===== config.mk =====
export PLATFORM = sky130hd
export DESIGN_NAME = eight_point_ifft_serial
export DESIGN_NICKNAME = d
export VERILOG_FILES = /design/src/rtl/eight_point_ifft_serial.sv
export SDC_FILE = /design/constraint.sdc
export NUM_CORES = 2
export LEC_CHECK = 0
export BUFFER_PORTS_ARGS = -buffer_cell sky130_fd_sc_hd__buf_4
export CAP_MARGIN = 20
export CORE_ASPECT_RATIO = 0.9
export CORE_MARGIN = 5
export CORE_UTILIZATION = 66
export CTS_CLUSTER_SIZE = 25
export DETAILED_ROUTE_END_ITERATION = 7
export PLACE_DENSITY = 0.89
export SLEW_MARGIN = 30
export SYNTH_ARGS = -nofsm -noshare
export SYNTH_HDL_FRONTEND = slang
export SYNTH_SLANG_ARGS = --single-unit
export TNS_END_PERCENT = 100

===== constraint.sdc =====
create_clock -name CLK -period 13.5 [get_ports CLK]
set_clock_uncertainty 0.2 [all_clocks]
set_input_delay 1.35 -clock CLK [delete_from_list [all_inputs] [get_ports CLK]]
set_output_delay 1.35 -clock CLK [all_outputs]
set_load 0.02 [all_outputs]

===== src/rtl/eight_point_ifft_serial.sv =====
// rtl/eight_point_ifft_serial.sv - streaming 8-point inverse FFT, one shared radix-2 butterfly
module eight_point_ifft_serial #(
    parameter int SCALE = 1
) (
    input  logic        CLK,
    input  logic        RST_N,
    input  logic        in_valid,
    output logic        in_ready,
    input  logic [15:0] in_real,
    input  logic [15:0] in_imag,
    output logic        out_valid,
    input  logic        out_ready,
    output logic [15:0] out_real,
    output logic [15:0] out_imag,
    output logic [2:0]  out_index,
    output logic        out_last,
    output logic        busy
);
    localparam logic [1:0] ST_LOAD    = 2'd0;
    localparam logic [1:0] ST_COMPUTE = 2'd1;
    localparam logic [1:0] ST_UNLOAD  = 2'd2;

    logic [1:0]        r_state;
    logic [2:0]        r_cnt;
    logic [1:0]        r_stage;
    logic [1:0]        r_bfly;
    logic signed [15:0] r_re [0:7];
    logic signed [15:0] r_im [0:7];

    logic [2:0]         w_p;
    logic [2:0]         w_q;
    logic [1:0]         w_k;
    logic [2:0]         w_wr_idx;
    logic signed [15:0] w_a;
    logic signed [15:0] w_b;
    logic signed [16:0] w_diff;
    logic signed [16:0] w_sum;
    logic signed [16:0] w_nsum;
    logic signed [15:0] w_t_re;
    logic signed [15:0] w_t_im;
    logic signed [15:0] w_xp_re;
    logic signed [15:0] w_xp_im;

    function automatic logic signed [15:0] sm_to_tc(input logic [15:0] x);
        logic signed [15:0] m;
        m = signed'({1'b0, x[14:0]});
        return x[15] ? -m : m;
    endfunction

    function automatic logic [15:0] tc_to_sm(input logic signed [15:0] v);
        if (v == -16'sd32768)
            return 16'hFFFF;
        if (v[15])
            return {1'b1, 15'(-v)};
        return v;
    endfunction

    // multiply by cos(pi/4) in Q15, floor-truncated
    function automatic logic signed [15:0] mul_c(input logic signed [16:0] v);
        return 16'((33'(v) * 33'sd23170) >>> 15);
    endfunction

    always_comb begin
        w_p = 3'd0;
        w_q = 3'd0;
        w_k = 2'd0;
        case (r_stage)
            2'd0: begin
                w_p = {r_bfly, 1'b0};
                w_q = {r_bfly, 1'b1};
                w_k = 2'd0;
            end
            2'd1: begin
                w_p = {r_bfly[1], 1'b0, r_bfly[0]};
                w_q = {r_bfly[1], 1'b1, r_bfly[0]};
                w_k = {r_bfly[0], 1'b0};
            end
            default: begin
                w_p = {1'b0, r_bfly};
                w_q = {1'b1, r_bfly};
                w_k = r_bfly;
            end
        endcase
    end

    assign w_a     = r_re[w_q];
    assign w_b     = r_im[w_q];
    assign w_xp_re = r_re[w_p];
    assign w_xp_im = r_im[w_p];
    assign w_diff  = 17'(w_a) - 17'(w_b);
    assign w_sum   = 17'(w_a) + 17'(w_b);
    assign w_nsum  = -(17'(w_a)) - 17'(w_b);

    always_comb begin
        w_t_re = w_a;
        w_t_im = w_b;
        case (w_k)
            2'd1: begin
                w_t_re = mul_c(w_diff);
                w_t_im = mul_c(w_sum);
            end
            2'd2: begin
                w_t_re = -w_b;
                w_t_im = w_a;
            end
            2'd3: begin
                w_t_re = mul_c(w_nsum);
                w_t_im = mul_c(w_diff);
            end
            default: begin
                w_t_re = w_a;
                w_t_im = w_b;
            end
        endcase
    end

    // load counter doubles as output index; bit-reverse it for the input buffer slot
    assign w_wr_idx = {r_cnt[0], r_cnt[1], r_cnt[2]};

    always_ff @(posedge CLK) begin
        if (!RST_N) begin
            r_state <= ST_LOAD;
            r_cnt   <= 3'd0;
            r_stage <= 2'd0;
            r_bfly  <= 2'd0;
        end else begin
            case (r_state)
                ST_LOAD: begin
                    if (in_valid) begin
                        r_cnt <= r_cnt + 3'd1;
                        if (r_cnt == 3'd7)
                            r_state <= ST_COMPUTE;
                    end
                end
                ST_COMPUTE: begin
                    r_bfly <= r_bfly + 2'd1;
                    if (r_bfly == 2'd3) begin
                        if (r_stage == 2'd2) begin
                            r_stage <= 2'd0;
                            r_state <= ST_UNLOAD;
                        end else begin
                            r_stage <= r_stage + 2'd1;
                        end
                    end
                end
                ST_UNLOAD: begin
                    if (out_ready) begin
                        r_cnt <= r_cnt + 3'd1;
                        if (r_cnt == 3'd7)
                            r_state <= ST_LOAD;
                    end
                end
                default: r_state <= ST_LOAD;
            endcase
        end
    end

    always_ff @(posedge CLK) begin
        if (RST_N) begin
            if (r_state == ST_LOAD && in_valid) begin
                r_re[w_wr_idx] <= sm_to_tc(in_real);
                r_im[w_wr_idx] <= sm_to_tc(in_imag);
            end else if (r_state == ST_COMPUTE) begin
                r_re[w_p] <= 16'((17'(w_xp_re) + 17'(w_t_re)) >>> SCALE);
                r_im[w_p] <= 16'((17'(w_xp_im) + 17'(w_t_im)) >>> SCALE);
                r_re[w_q] <= 16'((17'(w_xp_re) - 17'(w_t_re)) >>> SCALE);
                r_im[w_q] <= 16'((17'(w_xp_im) - 17'(w_t_im)) >>> SCALE);
            end
        end
    end

    assign in_ready  = (r_state == ST_LOAD);
    assign out_valid = (r_state == ST_UNLOAD);
    assign busy      = (r_state != ST_LOAD);
    assign out_index = out_valid ? r_cnt : 3'd0;
    assign out_last  = out_valid && (r_cnt == 3'd7);
    assign out_real  = out_valid ? tc_to_sm(r_re[r_cnt]) : 16'h0000;
    assign out_imag  = out_valid ? tc_to_sm(r_im[r_cnt]) : 16'h0000;
endmodule


======== Yosys cells after proc, flatten, opt, wreduce, memory -nomap -nowiden ========
Memory sizes are Yosys's and may differ from the RTL's. A register that Yosys moved wholly into a read port is not among the register bits.
Cells that the tools add are included.
word-level totals
  register bits after elaboration ......... 9
  latch bits .............................. 0
  RAM bits ................................ 256
  bits in read-only memories .............. 0
  input port bits ......................... 36
  word-level logic and storage cells ...... 105
  memories ................................ 2
cells by class
  add/sub/neg operators ................... 16
  multipliers ............................. 3
  div/mod/pow operators ................... 0
  order comparisons ....................... 0
  equal/unequal tests ..................... 17
  shifts and indexed selects .............. 0
  muxes and demuxes ....................... 52
  bitwise operators ....................... 0
  reductions and logical operators ........ 11
memory list
  memory  words  width  rd ports  clocked after memory_dff  wr ports  line  text
  r_im    8      16     3         1                         2         28    logic signed [15:0] r_im [0:7];
  r_re    8      16     3         1                         2         27    logic signed [15:0] r_re [0:7];
operators by type and width
  kind                                                 count
  2-to-1 mux 16 bit                                    14
  one-hot mux 16 bit (3 select lines)                  2
  multiplier 17 x 15 -> 30 bit, second input constant  3
  adder 16 x 16 -> 17 bit                              3
  subtractor 16 x 16 -> 17 bit                         3
  equality test 16 bit, second input constant          2
  negation 15 -> 16 bit                                2
  OR reduction 16 bit                                  2
  negation 15 bit                                      2
  2-to-1 mux 3 bit                                     9
  one-hot mux 3 bit (2 select lines)                   3
  negation 16 -> 17 bit                                1
  subtractor 17 x 16 -> 17 bit                         1
  negation 16 bit                                      1
  2-to-1 mux 1 bit                                     15
  2-to-1 mux 2 bit                                     7
  equality test 2 bit, second input constant           5
  equality test 2 x 1 -> 1 bit, second input constant  3
  != test 2 x 1 -> 1 bit, second input constant        3
  != test 2 bit, second input constant                 3
  one-hot mux 2 bit (3 select lines)                   1
  AND reduction 6 bit                                  1
  adder 2 x 1 -> 2 bit, second input constant          2
  zero test 2 bit                                      2
  other kinds (7)                                      9

======== Depth between registers and ports, before layout ========
An unclocked memory read counts as a cell.
  depth after elaboration ................. 9
  mapped depth ............................ 58

======== Worst setup path after synthesis ========
No wires, ideal clock.
  path type ............................... register to register
  from .................................... register r_bfly[0]
  to ...................................... memory r_re[1][15] (data pin)
  library setup time ...................... 284 ps
  arrival time ............................ 11,470 ps
  slack ................................... 1,547 ps
  cell stages (with the launch flop) ...... 51
  buffers on the path ..................... 5
  cells stage by stage .................... dfxtp_1 > buf_4 > clkinv_1 > clkbuf_1 > clkbuf_1 > nand2_1 > clkbuf_1 > clkbuf_1 > o21ai_0 > nor3_1 > ha_1 > ha_1 > fa_1 > nand2b_1 > a211oi_1 > o31ai_1 > a21oi_1 > o21bai_1 > (+15 left out) > a21oi_1 > o2111ai_1 > a21oi_2 > nor2b_1 > nor2_2 > nor2_1 > a2111oi_0 > nor2_1 > a221o_1 > ha_1 > inv_1 > a21oi_1 > o21a_1 > o21ai_0 > a21oi_1 > a31oi_1 > a311oi_1 > a21oi_1
RTL lines
  what                    line  text
  start, declared         26    logic [1:0] r_bfly;
  start signal, assigned  136   r_bfly <= r_bfly + 2'd1;
  end, declared           27

==> impl_metrics.yaml <==
floorplan:
  die_area_um2: 58100
  die_width_um: 254
  ios: 75
  initial_core_util: 0.666
  core_um2: 53000
  die_h_um: 229
  rows: 80
cells_and_area:
  regArea_um2: 7950
  final_common_cell: "ha_1"
  multi_input_area_um2: 25300
  fin_area_um2: 38000
  layout-drive-gt1-share: 0.117
  syn_to_final_growth_pct: 7.94
  fin_nets: 4492
  fillers: 3816
  final_cell_mix: "ha_1 (482), inv_1 (414), nand2_1 (360)"
route:
  wirelength_um: 118000
  ant_nets: 0
  wl_per_cell_um: 26.3
  vias: 31400
  vias_per_cell: 6.97
  drt_first_pass_iters: 8
  drc: 2
  drtIter0Drc: 5004
pwr:
  swShare: 0.367
  ir_drop_v: 0.000102
  clkPwrFrac: 0.268
  p_leak_nw: 16.7
  p_per_area_nw_per_um2: 76.4
  power.total_w: 0.00291
  switchingPower_w: 0.00107
  comb_power_share: 0.402
  pwr-share-seq: 0.329
  power.internal_w: 0.00184
run:
  drv_cap: 0
synthesis:
  netlist_instances: 3722
  synth_edf_count: 256
  synth_area_um2: 35200
  async_flop_share: 0
  synth-seq-cells: 268
  synth_fp_nets: 4433
  yosysUniqueCellTypes: 100
  yosysWarnings: 0
  yosysSeqAreaShare: 0.225
  dominantRegCellSynth: "edfxtp_1"
  syn_area_per_cell_um2: 9.47
worst_hold_path:
  hold_path.class: "flop to flop"
setup_path:
  crit_path_end_kind: "flop"
  path_class: "flop to flop"
  cpMaxStageDelayCell: "xnor2_1"
  cp_data_required_time_ps: 13610
  crit_arrival_ps: 12900
  max_stage_delay_ps: 570
  critPathMaxFanout: 31
  path_common_cell: "o21ai_0"
  start_kind: "flop"
cts:
  clock-root-buffer: "clkbuf_16"
  hold_buffers: 0
  clk_pin_slew_ps: 70
  cts.sinks: 268
  cts_tree: "yes"
  clkLatencyLatePin_ps: 580
  numCtsBuffers: 25
  max-clock-path-buffers: 3
  h-tree-depth: 1
timing:
  final.setup.tns_ps: 0
  max_slew.worst_pin.slew_ps: 1090
  setup_viol: 0
  fin_crit_sh: 0.948
  slew_violations: 0
  max_freq_mhz: 78.2
  final_hold_viol_count: 0
  relSlewSlack: 0.272
  rsz0062_at_grt: "false"
  finalCriticalPeriod_ps: 12790
placement:
  placed_cell_area_um2: 37100
  numPortBuffers: 74
  place.gp.congestion: 1.04
  hpwl_um: 88300
grt:
  grt_overflow: 0
  first_global_vias: 30500
  track_usage: 0.396
  grt_first_pass_wirelength_um: 178000
  grt_max_degree: 62
  antenna_found_initial: 1
status:
  failed_checks: "DRC"
  status: "finished with violations"
cell usage after synthesis (all sizes together), types with 12 or more instances:
cell,count,share of area
ha,482,0.17
inv,414,0.044
nand2,365,0.039
a21oi,263,0.038
nor2,263,0.028
edfxtp,256,0.22
o21ai,222,0.032
fa,193,0.11
xnor2,144,0.036
mux4,124,0.079
clkbuf,115,0.012
mux2i,101,0.029
nor3,63,0.0094
xor2,59,0.015
buf,54,0.0073
nor2b,37,0.0068
nand3,35,0.0051
a211oi,32,0.0073
o22ai,32,0.0061
a221oi,28,0.0071
o31ai,28,0.0062
a31oi,27,0.0048
and2,27,0.0048
a21o,26,0.0055
nand2b,26,0.0046
and3,25,0.0044
o21a,22,0.0047
o221ai,21,0.0052
or3,20,0.0035
nand4,17,0.0032
o21bai,17,0.0036
a22oi,13,0.0028
dfxtp,12,0.0068
worst max-delay path: cells and delay by family, from the launching register on:
kind,cells,cell delay (ps)
fa+ha+maj,7,2810
xor+xnor,2,1010
mux,2,380
flops,1,460
buf+inv,2,490
compound gates,27,5420
simple gates,9,1710
metal layers:
layer / vias to the layer above / GRT usage / share of wire
met2: 2634 / 0.579 / 0.42
met4: 2 / 0.195 / 0.070
met1: 14700 / 0.534 / 0.36
li1: 13400 / - / -
met3: 599 / 0.128 / 0.16
met5: - / 0 / 0.00011
kinds of logic (layout without fill, tap and decap cells):
| logic type | after synthesis | count (layout) | share of synthesized area |
|---|---|---|---|
| multiplexers | 229 | 229 | 0.109 |
| flip-flops | 268 | 268 | 0.225 |
| buffers and inverters | 586 | 663 | 0.0640 |
| AND/OR/NAND/NOR | 922 | 922 | 0.119 |
| XOR/XNOR | 204 | 204 | 0.0511 |
| other | 0 | 2 | 0 |
| AO/OA/AOI/OAI | 838 | 838 | 0.152 |
| adder cells (fa/ha/maj) | 675 | 675 | 0.281 |
registers in the layout, summed over array words and instances (netlist names), named ones only:
register  flops
r_bfly        2
r_cnt         3
r_im        128
r_re        128
r_stage       2
r_state       2
power by group through the flow:
stage          clock (W)  sequential, W  combinational (W)
6_report        0.000779       0.000957            0.00117
3_5_place_dp           0       0.000974            0.00112
5_1_grt         0.000806       0.000958            0.00127
2_1_floorplan          0       0.000963           0.000813
3_3_place_gp           0       0.000973            0.00108
4_1_cts         0.000766       0.000957            0.00114
final timing paths:
kind / from / to / slack [ps] / cells after the start
max: r_bfly[0] / r_im[4][15] / 710 / 49
min: r_cnt[1] / flop / 370 / 2
max reg2reg: r_bfly[0] / r_im[4][15] / 710 / 49
min reg2reg: r_cnt[1] / flop / 370 / 2
layout make-up:
class,instances,area share
Sequential cell,268,0.209
Clock inverter,19,0.00595
Antenna cell,2,0.000132
Clock buffer,26,0.0165
Tap cell,697,0.0229
Multi-Input combinational cell,2868,0.664
Inverter,417,0.0411
Timing Repair Buffer,201,0.0404
metrics by stage:
stage	cells	hold slack, ps	worst slack [ps]	util
4_1_cts	4494	364	498	0.716
3_5_place_dp	4449	355	557	0.700
2_1_floorplan	3722	332	1550	-
6_report	4498	370	707	0.719
5_1_grt	4496	380	76.1	0.718
3_3_place_gp	4449	357	1010	0.700
timing repair:
| item | 4_1_cts | 5_1_grt |
|---|---|---|
| resized for setup | 0 | 11 |
| endpoints found under the hold margin | 0 | 0 |
| setup buffers | 0 | 2 |
| endpoints found under the setup margin | 0 | 107 |
Note: power is estimated with default switching activity, not from simulation.
